File: config.mk
export PLATFORM = sky130hd
export DESIGN_NAME = keypad_digit_entry
export DESIGN_NICKNAME = d
export VERILOG_FILES = /design/src/rtl/keypad_digit_entry.sv
export SDC_FILE = /design/constraint.sdc
export NUM_CORES = 1
export LEC_CHECK = 0
export CAP_MARGIN = 20
export CORE_MARGIN = 4
export CORE_UTILIZATION = 30
export DETAILED_ROUTE_END_ITERATION = 16
export GPL_TIMING_DRIVEN = 0
export HOLD_SLACK_MARGIN = 0.15
export PLACE_DENSITY = 0.51
export SLEW_MARGIN = 20
export SYNTH_ARGS = -nofsm -noshare
export SYNTH_HDL_FRONTEND = slang
export SYNTH_SLANG_ARGS = --single-unit
File: constraint.sdc
create_clock -name clk -period 5.54 [get_ports clk]
set_input_delay 1.662 -clock clk [delete_from_list [all_inputs] [get_ports clk]]
set_output_delay 1.662 -clock clk [all_outputs]
set_load 0.01 [all_outputs]
File: src/rtl/keypad_digit_entry.sv
// keypad_digit_entry
//   Debounces a one-hot 16-key keypad scan and decodes each accepted press
//   into a digit (0..9) or a function code (CLEAR 0xC, BACKSPACE 0xB,
//   ENTER 0xE). Digits are assembled into a BCD register of DIGITS nibbles.
//
// Parameters
//   DIGITS     number of BCD digits held (1..8)
//   DEB_CYCLES identical consecutive samples needed to accept a key state
//   SHIFT_MODE 0 = positional entry, 1 = calculator-style shift entry
//   CNT_W      width of o_digit_count (2**CNT_W > DIGITS)
//
// Ports
//   clk            system clock, rising edge
//   rst_n          asynchronous active-low reset
//   i_onehot       raw keypad scan, one bit per key
//   o_digits       BCD digit register, nibble k = digit k
//   o_digit_count  number of digits entered, 0..DIGITS
//   o_full         high when o_digit_count == DIGITS
//   o_key_pulse    one-cycle strobe on every accepted press
//   o_key_code     code of the last accepted press (held)
//   o_enter_pulse  one-cycle strobe when ENTER is accepted
module keypad_digit_entry #(
  parameter int DIGITS     = 3,
  parameter int DEB_CYCLES = 4,
  parameter int SHIFT_MODE = 0,
  parameter int CNT_W      = 4
) (
  input  logic                  clk,
  input  logic                  rst_n,
  input  logic [15:0]           i_onehot,
  output logic [4*DIGITS-1:0]   o_digits,
  output logic [CNT_W-1:0]      o_digit_count,
  output logic                  o_full,
  output logic                  o_key_pulse,
  output logic [3:0]            o_key_code,
  output logic                  o_enter_pulse
);

  localparam logic [3:0]  C_REL   = 4'hF;
  localparam logic [3:0]  C_CLR   = 4'hC;
  localparam logic [3:0]  C_BS    = 4'hB;
  localparam logic [3:0]  C_ENT   = 4'hE;
  localparam logic [15:0] DEB_MAX = 16'(DEB_CYCLES);
  localparam logic [15:0] DEB_THR = 16'(DEB_CYCLES - 1);

  logic [3:0]              w_raw;
  logic [3:0]              r_sample;
  logic [15:0]             r_cnt;
  logic [3:0]              r_stable;
  logic                    r_armed;
  logic                    w_upd;
  logic                    w_press;
  logic [4*DIGITS-1:0]     r_digits;
  logic [CNT_W-1:0]        r_count;
  logic [4*DIGITS-1:0]     w_dig_nxt;
  logic [CNT_W-1:0]        w_cnt_nxt;
  logic [CNT_W-1:0]        w_last_idx;
  logic                    w_full;

  // Raw key decode; anything that is not exactly one mapped key is RELEASED.
  always_comb begin
    case (i_onehot)
      16'h0008: w_raw = 4'd0;
      16'h0080: w_raw = 4'd1;
      16'h0040: w_raw = 4'd2;
      16'h0020: w_raw = 4'd3;
      16'h0800: w_raw = 4'd4;
      16'h0400: w_raw = 4'd5;
      16'h0200: w_raw = 4'd6;
      16'h8000: w_raw = 4'd7;
      16'h4000: w_raw = 4'd8;
      16'h2000: w_raw = 4'd9;
      16'h0001: w_raw = C_CLR;
      16'h0002: w_raw = C_BS;
      16'h0004: w_raw = C_ENT;
      default:  w_raw = C_REL;
    endcase
  end

  // r_cnt holds (run length of r_sample) - 1, so the sample has been steady
  // for DEB_CYCLES cycles once it reaches DEB_CYCLES-1.
  assign w_upd = (r_cnt >= DEB_THR);

  // A press needs a RELEASED->key transition of the stable code, and the arm
  // flag, which is only set once a debounced RELEASED has been observed after
  // reset; this rejects a key that was held through reset deassertion.
  assign w_press = w_upd && r_armed && (r_stable == C_REL) && (r_sample != C_REL);

  always_ff @(posedge clk or negedge rst_n) begin
    if (!rst_n) begin
      r_sample <= C_REL;
      r_cnt    <= '0;
      r_stable <= C_REL;
      r_armed  <= 1'b0;
    end else begin
      r_sample <= w_raw;
      if (w_raw != r_sample) begin
        r_cnt <= '0;
      end else if (r_cnt != DEB_MAX) begin
        r_cnt <= r_cnt + 16'd1;
      end
      if (w_upd) begin
        r_stable <= r_sample;
        if (r_sample == C_REL) begin
          r_armed <= 1'b1;
        end
      end
    end
  end

  assign w_full     = (r_count == CNT_W'(DIGITS));
  assign w_last_idx = r_count - CNT_W'(1);

  // Next digit register / count for the accepted key.
  always_comb begin
    w_dig_nxt = r_digits;
    w_cnt_nxt = r_count;
    if (w_press) begin
      if (r_sample <= 4'd9) begin
        if (!w_full) begin
          if (SHIFT_MODE == 0) begin
            for (int k = 0; k < DIGITS; k++) begin
              if (CNT_W'(k) == r_count) begin
                w_dig_nxt[4*k +: 4] = r_sample;
              end
            end
          end else begin
            // Not full, so the top nibble is zero and nothing is lost.
            for (int k = DIGITS - 1; k > 0; k--) begin
              w_dig_nxt[4*k +: 4] = r_digits[4*(k-1) +: 4];
            end
            w_dig_nxt[3:0] = r_sample;
          end
          w_cnt_nxt = r_count + CNT_W'(1);
        end
      end else if (r_sample == C_BS) begin
        if (r_count != '0) begin
          if (SHIFT_MODE == 0) begin
            for (int k = 0; k < DIGITS; k++) begin
              if (CNT_W'(k) == w_last_idx) begin
                w_dig_nxt[4*k +: 4] = 4'd0;
              end
            end
          end else begin
            for (int k = 0; k < DIGITS - 1; k++) begin
              w_dig_nxt[4*k +: 4] = r_digits[4*(k+1) +: 4];
            end
            w_dig_nxt[4*(DIGITS-1) +: 4] = 4'd0;
          end
          w_cnt_nxt = w_last_idx;
        end
      end else if (r_sample == C_CLR) begin
        w_dig_nxt = '0;
        w_cnt_nxt = '0;
      end
    end
  end

  always_ff @(posedge clk or negedge rst_n) begin
    if (!rst_n) begin
      r_digits      <= '0;
      r_count       <= '0;
      o_key_code    <= C_REL;
      o_key_pulse   <= 1'b0;
      o_enter_pulse <= 1'b0;
    end else begin
      r_digits      <= w_dig_nxt;
      r_count       <= w_cnt_nxt;
      o_key_pulse   <= w_press;
      o_enter_pulse <= w_press && (r_sample == C_ENT);
      if (w_press) begin
        o_key_code <= r_sample;
      end
    end
  end

  assign o_digits      = r_digits;
  assign o_digit_count = r_count;
  assign o_full        = w_full;

endmodule

* After elaboration in Yosys (flattened, before gate mapping)
Index checks and enable logic that the tools add are counted.
** Word-level totals
- Input port bits :: 18
- Word-level logic and storage cells :: 83
- Bits in registers :: 47
** Operators by class
- Multiplexer cells :: 19
- Reduce and logical (&&, ||, !) cells :: 14
- Add/sub/neg operators :: 3
- Eq/ne operators :: 34
- Magnitude comparators :: 2
** Operators by type and width (count)
- 2-to-1 mux 12 bit :: 5
- one-hot mux 4 bit (13 select lines) :: 1
- 2-to-1 mux 4 bit :: 11
- 2-to-1 mux 16 bit :: 2
- equality test 4 bit (second input constant) :: 5
- AND reduction 6 bit :: 3
- adder 16 x 1 -> 16 bit (second input constant) :: 1
- equality test 16 x 1 -> 1 bit (second input constant) :: 1
- equality test 16 x 10 -> 1 bit (second input constant) :: 1
- equality test 16 x 11 -> 1 bit (second input constant) :: 1
- equality test 16 x 12 -> 1 bit (second input constant) :: 1
- equality test 16 x 14 -> 1 bit (second input constant) :: 1
- equality test 16 x 15 -> 1 bit (second input constant) :: 1
- equality test 16 bit (second input constant) :: 1
- equality test 16 x 2 -> 1 bit (second input constant) :: 1
- equality test 16 x 3 -> 1 bit (second input constant) :: 1
- equality test 16 x 4 -> 1 bit (second input constant) :: 1
- equality test 16 x 6 -> 1 bit (second input constant) :: 1
- equality test 16 x 7 -> 1 bit (second input constant) :: 1
- equality test 16 x 8 -> 1 bit (second input constant) :: 1
- greater-or-equal comparator 16 x 2 -> 1 bit (second input constant) :: 1
- inequality test 16 x 3 -> 1 bit (second input constant) :: 1
- inequality test 3 x 2 -> 1 bit (second input constant) :: 4
- equality test 1 x 4 -> 1 bit (first input constant) :: 2
- 16 further kinds :: 23

* Depth between registers and ports, before layout
Gate-level depths: netlist of run 1.
- Depth after elaboration :: 6
- Gate-level depth with buffers :: 9

* Least setup slack after synthesis of run 1
Ideal clock, no wire load.
- Kind :: input to register
- Start point :: in i_onehot[4]
- End point :: reg r_cnt[0]
- Slack :: 1.692 ns
- Setup time :: 0.136 ns
- Arrival :: 3.712 ns
- Cell stages on the path :: 8
- Data required time :: 5.404 ns
- Path buffers :: 1
- Cells stage by stage :: or4_1 > nor3_1 > a22oi_1 > xor2_1 > a31o_2 > a22oi_2 > clkbuf_1 > nor3_1
** Between the ends
- Longest elaborated chain between the ends :: 4
** RTL lines
- from (decl) :: RTL line 30 : input logic [15:0] i_onehot,
- equality test 16 x 3 -> 1 bit, or another cell as far along :: RTL line 62 : case (i_onehot)
- one-hot mux 4 bit (13 select lines) (*) :: RTL line 62
- inequality test 4 bit (*) :: RTL line 97 : if (w_raw != r_sample) begin
- 2-to-1 mux 16 bit or nonzero test 2 bit (tied branches)
- to (signal assigned) :: RTL line 100 : r_cnt <= r_cnt + 16'd1;
- to (decl) :: RTL line 48 : logic [15:0] r_cnt;
Mark *: on every way between the ends. The rest lies on a longest branch, timed or not.
A chain may end at the register's enable or synchronous reset.

* Worst setup path in the final report of run 1
- Start point :: in i_onehot[10]
- End point :: reg r_cnt[12]
The elaborated chain is that of the path after synthesis.

==> metrics.md, run 1 <==
| Metric | Value |
|---|---|
| Outcome | `finished clean` |
| Initial antenna violation count | `0` |
| Root Driver | `clkbuf_8` |
| Most frequent cells in the layout | `clkdlybuf4s50_1 (38), dfrtp_1 (35), nand2_1 (27), nor3_1 (24)` |
| Max-slew headroom | `0.6045` |
| Vias in the first global route | `2309` |
| Max_cap viols | `0` |
| Total track usage | `0.1203` |
| Core box area | `8848 um2` |
| Top-Level Pins | `41` |
| # DRC | `0` |
| Max VDD drop | `0.1207 mV` |
| Avg Inst Size Synth | `9.789 um2` |
| Critical path data required time | `5710 ps` |
| Hold Fails Final Rpt | `0` |
| Die ar. | `10870 um2` |
| Ys Warns | `0` |
| Die Ht | `104.3 um` |
| Reg clk slew, reported paths | `100 ps` |
| Number of flops mapped to enable cells by yosys | `0` |
| Layout cell share with drive strength beyond 1 | `0.1355` |
| Hold Path Class | `reg2reg` |
| Worst skew pair latency | `310 ps` |
| Reg2Reg Depth | `8` |
| Post-CTS Setup Bufs | `0` |
| Crit Path Class | `in2reg` |
| Critical R2R Launch | `r_sample[2]$_DFF_PN1_` |
| Commonest non-fill, non-tap cell in the layout | `clkdlybuf4s50_1` |
| Mapped Nets | `311` |
| Flop2flop setup slack | `2540 ps` |
| Total power | `843.2 uW` |
| Startpoint types | `input pin` |
| H-tree depth | `2` |
| Antenna fix cells | `0` |
| Area grow syn2layout | `23.81%` |
| Crit. End Element | `register` |
| Tcrit/Tclk final | `0.8424` |
| Slew @ Worst Pin | `587.1 ps` |
| Yosys cell types | `53` |
| Rows | `34` |
| Setup_tns | `0 ps` |
| Nets@finish | `358` |
| CTS tree | `done` |
| Synth Instances | `284` |
| CTS Sinks | `47` |
| Crit Path Max Fanout | `10` |
| Drt pass-1 iters | `4` |
| WL final | `6348 um` |
| CP Data Arrival Time | `4840 ps` |
| Leakage | `1.500 nW` |
| Largest net degree at the start of global routing | `27` |
| Final min period | `4667 ps` |
| Hold path depth | `2` |
| Initial cell density of the core | `0.3142` |
| End of the worst hold path | `o_key_code[2]$_DFFE_PN1P_` |
| Vias per inst | `5.214` |
| Placed insts | `432` |
| Port bufs | `39` |
| Layout Cells excl Fill | `440` |
| Sequential area share after synthesis | `0.4284` |
| Post-route ant nets | `0` |
| Post-DP HPWL | `4768 um` |
| Worst hold slack | `469.0 ps` |
| Fillers | `929` |
| Most used flip-flop cell after synthesis | `dfrtp_1` |
| Initial drt markers | `46` |
| CTS resizes | `0` |
| Final setup viols | `0` |
| DR vias | `2294` |
| RSZ-0062 raised after global routing | `false` |
| Pwr dens | `245.0 nW/um2` |
| CTS Hold Buffers Added | `0` |
| Slew Limit Fails | `0` |
| FF-to-FF End | `o_digits[7]$_DFFE_PN0P_` |
| First-pass GRT wire length | `10960 um` |
| CTS Buffer Depth | `2` |
| Fmax | `0.2143 GHz` |
| Synth Register Bits | `47` |
| Die width | `104.3 um` |
| Final Skew | `17.13 ps` |
| Hold Path Origin | `o_key_code[2]$_DFFE_PN1P_` |
| Post-synthesis async set-or-reset flop share | `1.000` |
| GPL Wtd Cong | `0.8125` |
| Synthesized cell area | `2780 um2` |
| Remaining Overflow, GRT | `0` |
| Drt wl/cell | `14.43 um` |
| CTS Buf Count | `5` |
[worst max-delay path, cell delays in order]
cell and delay, ps:
clkdlybuf4s50_1 530, or4_1 590, nor4_1 360, a22oi_1 260, nand3_1 290, mux2i_1 120
a2bb2oi_1 480, clkbuf_1 430, nor3_1 120
[sequential cells by signal (all words and copies together) (netlist names)]
name	count
o_digit_count	4
o_digits	12
r_armed	1
r_cnt	16
r_stable	4
o_enter_pulse	1
r_sample	4
o_key_code	4
o_key_pulse	1
[report_power, final]
part	switching [mW]	internal, mW
Combinational	0.0828	0.0717
Clock	0.126	0.149
Sequential	0.0369	0.377
[cells by family (layout without fill, tap and decap cells)]
logic type      after synthesis  after routing  synth area share
simple gates                118            118            0.2295
fa+ha+maj                     9              9           0.04050
compound gates               50             50            0.1224
flops                        47             47            0.4284
mux                          17             17           0.07606
buf+inv                      21             69           0.03375
xor+xnor                     22             22           0.06931
[metrics by stage]
stage | cell area, um2 | setup slack (ps) | utilization
4_1_cts | 3442 | 911.0 | 0.3890
5_1_grt | 3442 | 581.8 | 0.3890
2_1_floorplan | 2780 | 1692 | -
6_report | 3442 | 873.1 | 0.3890
3_3_place_gp | 3306 | 606.3 | 0.3736
3_5_place_dp | 3321 | 611.2 | 0.3753
[cell type report]
cell class	instances	area (um2)	area share
inverters	13	48.80	0.01418
clock buffers	6	82.58	0.02399
clock inverters	2	38.79	0.01127
plain buffers	8	45.04	0.01309
repair buffers	40	405.4	0.1178
well taps	108	135.1	0.03926
flip-flops and latches	47	1191	0.3461
multi-input cells	216	1495	0.4344
[routing by layer]
metal | vias up | GRT usage | share of wire | routed length (um)
met5 | - | 0 | 0 | 0
met4 | 0 | 0.03989 | 0.017 | 105
met3 | 9 | 0.02483 | 0.043 | 272
met2 | 46 | 0.1983 | 0.47 | 2962
met1 | 1102 | 0.1569 | 0.47 | 3008
li1 | 1137 | - | - | -
[worst max-delay path by stage]
stage	depth (start not counted)	startpoint	slack, ps	endpoint
after floorplan	8	i_onehot[4]	1690	r_cnt[0]$_DFFE_PN0P_
after global placement	9	i_onehot[10]	610	r_cnt[12]$_DFFE_PN0P_
after detailed placement	9	i_onehot[5]	610	r_cnt[12]$_DFFE_PN0P_
after CTS	9	i_onehot[10]	910	r_cnt[12]$_DFFE_PN0P_
after global routing	9	i_onehot[10]	580	r_cnt[3]$_DFFE_PN0P_
final	9	i_onehot[10]	870	r_cnt[12]$_DFFE_PN0P_
[cells in the mapped netlist (3+ instances only)]
cell	count	share of area
a211oi_1	3	0.0081
a21oi_1	9	0.016
and3_1	3	0.0068
clkbuf_1	6	0.0081
dfrtp_1	35	0.32
dfstp_2	12	0.11
ha_1	9	0.041
inv_1	13	0.018
mux2_2	7	0.028
mux2_4	6	0.032
nand2_1	27	0.036
nand2b_1	3	0.0068
nand3_1	10	0.018
nand4_1	4	0.0090
nor2_1	15	0.020
nor3_1	24	0.043
nor4_1	13	0.029
o211a_1	4	0.014
o21ai_0	15	0.027
or3_1	3	0.0068
or4_1	4	0.011
xnor2_1	8	0.025
xor2_1	14	0.044
No activity file was read; power rests on OpenSTA's default activity.
==> run 2, diff against run 1 <==
--- a/config.mk
+++ b/config.mk
@@ -11,7 +11,7 @@
 export DETAILED_ROUTE_END_ITERATION = 16
 export GPL_TIMING_DRIVEN = 0
 export HOLD_SLACK_MARGIN = 0.15
-export PLACE_DENSITY = 0.51
+export PLACE_DENSITY = 0.53
 export SLEW_MARGIN = 20
 export SYNTH_ARGS = -nofsm -noshare
 export SYNTH_HDL_FRONTEND = slang
==> constraint.sdc (replaced) <==
create_clock -name clk -period 4.2 [get_ports clk]
set_input_delay 1.26 -clock clk [delete_from_list [all_inputs] [get_ports clk]]
set_output_delay 1.26 -clock clk [all_outputs]
set_load 0.01 [all_outputs]
==> run 2 against run 1 <==
  * Non-clock buffer count up 2
  * Sequential power up 32%
  * Utilization up 0.23 points
  * Count of clock-buffer cells in the layout unchanged
  * Critical path type unchanged
  * Register-to-register slack worse by 1300 ps
  * Setup slack worse by 580 ps
  * Global-route usage up 0.30 points
==> metrics.md, run 2 (same netlist as run 1, synthesis figures left out) <==
| Metric | Value |
|---|---|
| Slew @ Worst Pin | `540.6 ps (-46.50 ps)` |
| Pwr dens | `317.7 nW/um2 (+30%)` |
| Slew Limit Fails | `0 (unchanged)` |
| Initial antenna violation count | `0 (unchanged)` |
| CP max-delay cell | `or4_1` |
| Worst skew pair latency | `300 ps (about the same)` |
| Initial cell density of the core | `0.3142 (unchanged)` |
| Largest net degree at the start of global routing | `28 (+3.7%)` |
| Max stage delay on crit path | `580 ps (about the same)` |
| # DRC | `0 (unchanged)` |
| Total power | `1.100 mW (+30%)` |
| Place WS | `-391.0 ps (-1002 ps)` |
| Layout Cells excl Fill | `442 (+0.45%)` |
| Nets@finish | `360 (+0.56%)` |
| Rows | `34 (unchanged)` |
| Crit Path Max Fanout | `10 (unchanged)` |
| Die width | `104.3 um (unchanged)` |
| Crit Path Class | `in2reg` |
| Root Driver | `clkbuf_8` |
| Total track usage | `0.1233 (+0.003001)` |
| Final Skew | `7.320 ps (-9.811 ps)` |
| Outcome | `finished clean` |
| WL final | `6256 um (-1.4%)` |
| DR vias | `2290 (-0.17%)` |
| Remaining Overflow, GRT | `0 (unchanged)` |
| Initial drt markers | `68 (+48%)` |
| Hold Fails Final Rpt | `0 (unchanged)` |
| Drt wl/cell | `14.15 um (-1.9%)` |
| CP top delay family | `simple AND/OR/NAND/NOR gates` |
| Final Worst Setup Slack | `296.1 ps (-576.9 ps)` |
| H-tree depth | `2 (unchanged)` |
| Final min period | `3904 ps` |
| Placement Cell Area | `3321 um2 (unchanged)` |
| Core box area | `8848 um2 (unchanged)` |
| Post-route ant nets | `0 (unchanged)` |
| Drt pass-1 iters | `4 (unchanged)` |
| CP Cell Sequence | `clkdlybuf4s50_1 > or4_1 > nor4_1 > a22oi_1 > nand3_1 > mux2i_1 > a2bb2oi_2 > clkbuf_2 > nor3_1` |
| Vias per inst | `5.181 (-0.63%)` |
| GPL Wtd Cong | `0.7899 (-2.8%)` |
| CTS Sinks | `47 (unchanged)` |
| Critical path data required time | `4380 ps (-1330 ps)` |
| Crit. End Element | `register` |
| Most frequent cells in the layout | `clkdlybuf4s50_1 (38), dfrtp_1 (35), nand2_1 (27), nor3_1 (24)` |
| Post-DP HPWL | `4691 um (-1.6%)` |
| CP Data Arrival Time | `4090 ps (-750 ps)` |
| Worst hold slack | `466.4 ps (-2.613 ps)` |
| Area grow syn2layout | `24.53%` |
| Antenna fix cells | `0 (unchanged)` |
| Fin area | `3462 um2 (+0.58%)` |
| CTS Buf Count | `5 (unchanged)` |
| Fmax | `0.2562 GHz` |
| Hold Path Class | `reg2reg` |
| CTS tree | `done` |
| CTS Hold Buffers Added | `0 (unchanged)` |
| Max VDD drop | `0.1439 mV (+19%)` |
| Placed insts | `432 (unchanged)` |
| RSZ-0062 raised after global routing | `false` |
| Layout cell share with drive strength beyond 1 | `0.1497 (+0.01416)` |
| Max reg flops | `16 (unchanged)` |
| Leakage | `1.518 nW (+1.2%)` |
| Final setup viols | `0 (unchanged)` |
| Buf/Inv on CP | `2 (unchanged)` |
| Max_cap viols | `0 (unchanged)` |
| Max-slew headroom | `0.6363 (+0.03181)` |
| Layout Utilization | `0.3913 (+0.002262)` |
| Port bufs | `39 (unchanged)` |
| Setup_tns | `0 ps (unchanged)` |
| Top-Level Pins | `41 (unchanged)` |
| Die Ht | `104.3 um (unchanged)` |
| Vias in the first global route | `2286 (-1.0%)` |
| Startpoint types | `input pin` |
| CTS Buffer Depth | `2 (unchanged)` |
| Largest Register | `r_cnt` |
| First-pass GRT wire length | `11220 um (+2.3%)` |
| Die ar. | `10870 um2 (unchanged)` |
| Tcrit/Tclk final | `0.9295` |
| Commonest non-fill, non-tap cell in the layout | `clkdlybuf4s50_1` |
| Reg clk slew, reported paths | `90 ps (about the same)` |
## run 2: final cells by class
type	instances	area, um2
clock buffer	6	82.58
tap	108	135.1
buffer	8	47.55
inverter	13	48.80
multi-input combinational	216	1501
sequential	47	1191
fill	893	5386
timing repair buffer	42	420.4
clock inverter	2	35.03
## run 2: worst min-delay path, stage by stage, from the launching register on
cell and delay (ps):
dfstp_2 380, nand2_1 50, nand2_1 50
## run 2: final timing paths
| path | start | end | slack, ps | depth (start not counted) |
|---|---|---|---|---|
| hold / removal | o_key_code[0]$_DFFE_PN1P_ | o_key_code[0]$_DFFE_PN1P_ | 470 | 2 |
| hold reg to reg | o_key_code[0]$_DFFE_PN1P_ | o_key_code[0]$_DFFE_PN1P_ | 470 | 2 |
| max in group asynchronous | rst_n | r_sample[0]$_DFF_PN1_ | 2680 | 2 |
| setup / recovery | i_onehot[10] | r_cnt[14]$_DFFE_PN0P_ | 300 | 9 |
| min in group asynchronous | rst_n | o_digits[8]$_DFFE_PN0P_ | 910 | 1 |
| setup reg to reg | r_sample[2]$_DFF_PN1_ | o_digits[7]$_DFFE_PN0P_ | 1220 | 8 |
## run 2: layer usage
metal	GRT usage	up-vias	part of all wire
met5	0	-	0
met4	0.04558	0	0.016
met3	0.02917	9	0.054
met2	0.1877	60	0.45
met1	0.1696	1090	0.48
li1	-	1131	-
## run 2: power by group
part | leakage (nW) | switching, mW | internal (mW)
sequential | 0.595 | 0.0482 | 0.497
combinational | 0.862 | 0.111 | 0.0954
clock | 0.0612 | 0.156 | 0.193
## run 2: what timing repair did
action                                 in CTS  in global routing
endpoints found under the hold margin       0                  0
gates cloned                                0                  0
setup buffers                               0                  2
gates resized for setup                     1                  4
pin swaps                                   0                  1
setup endpoints to repair                  10                 10
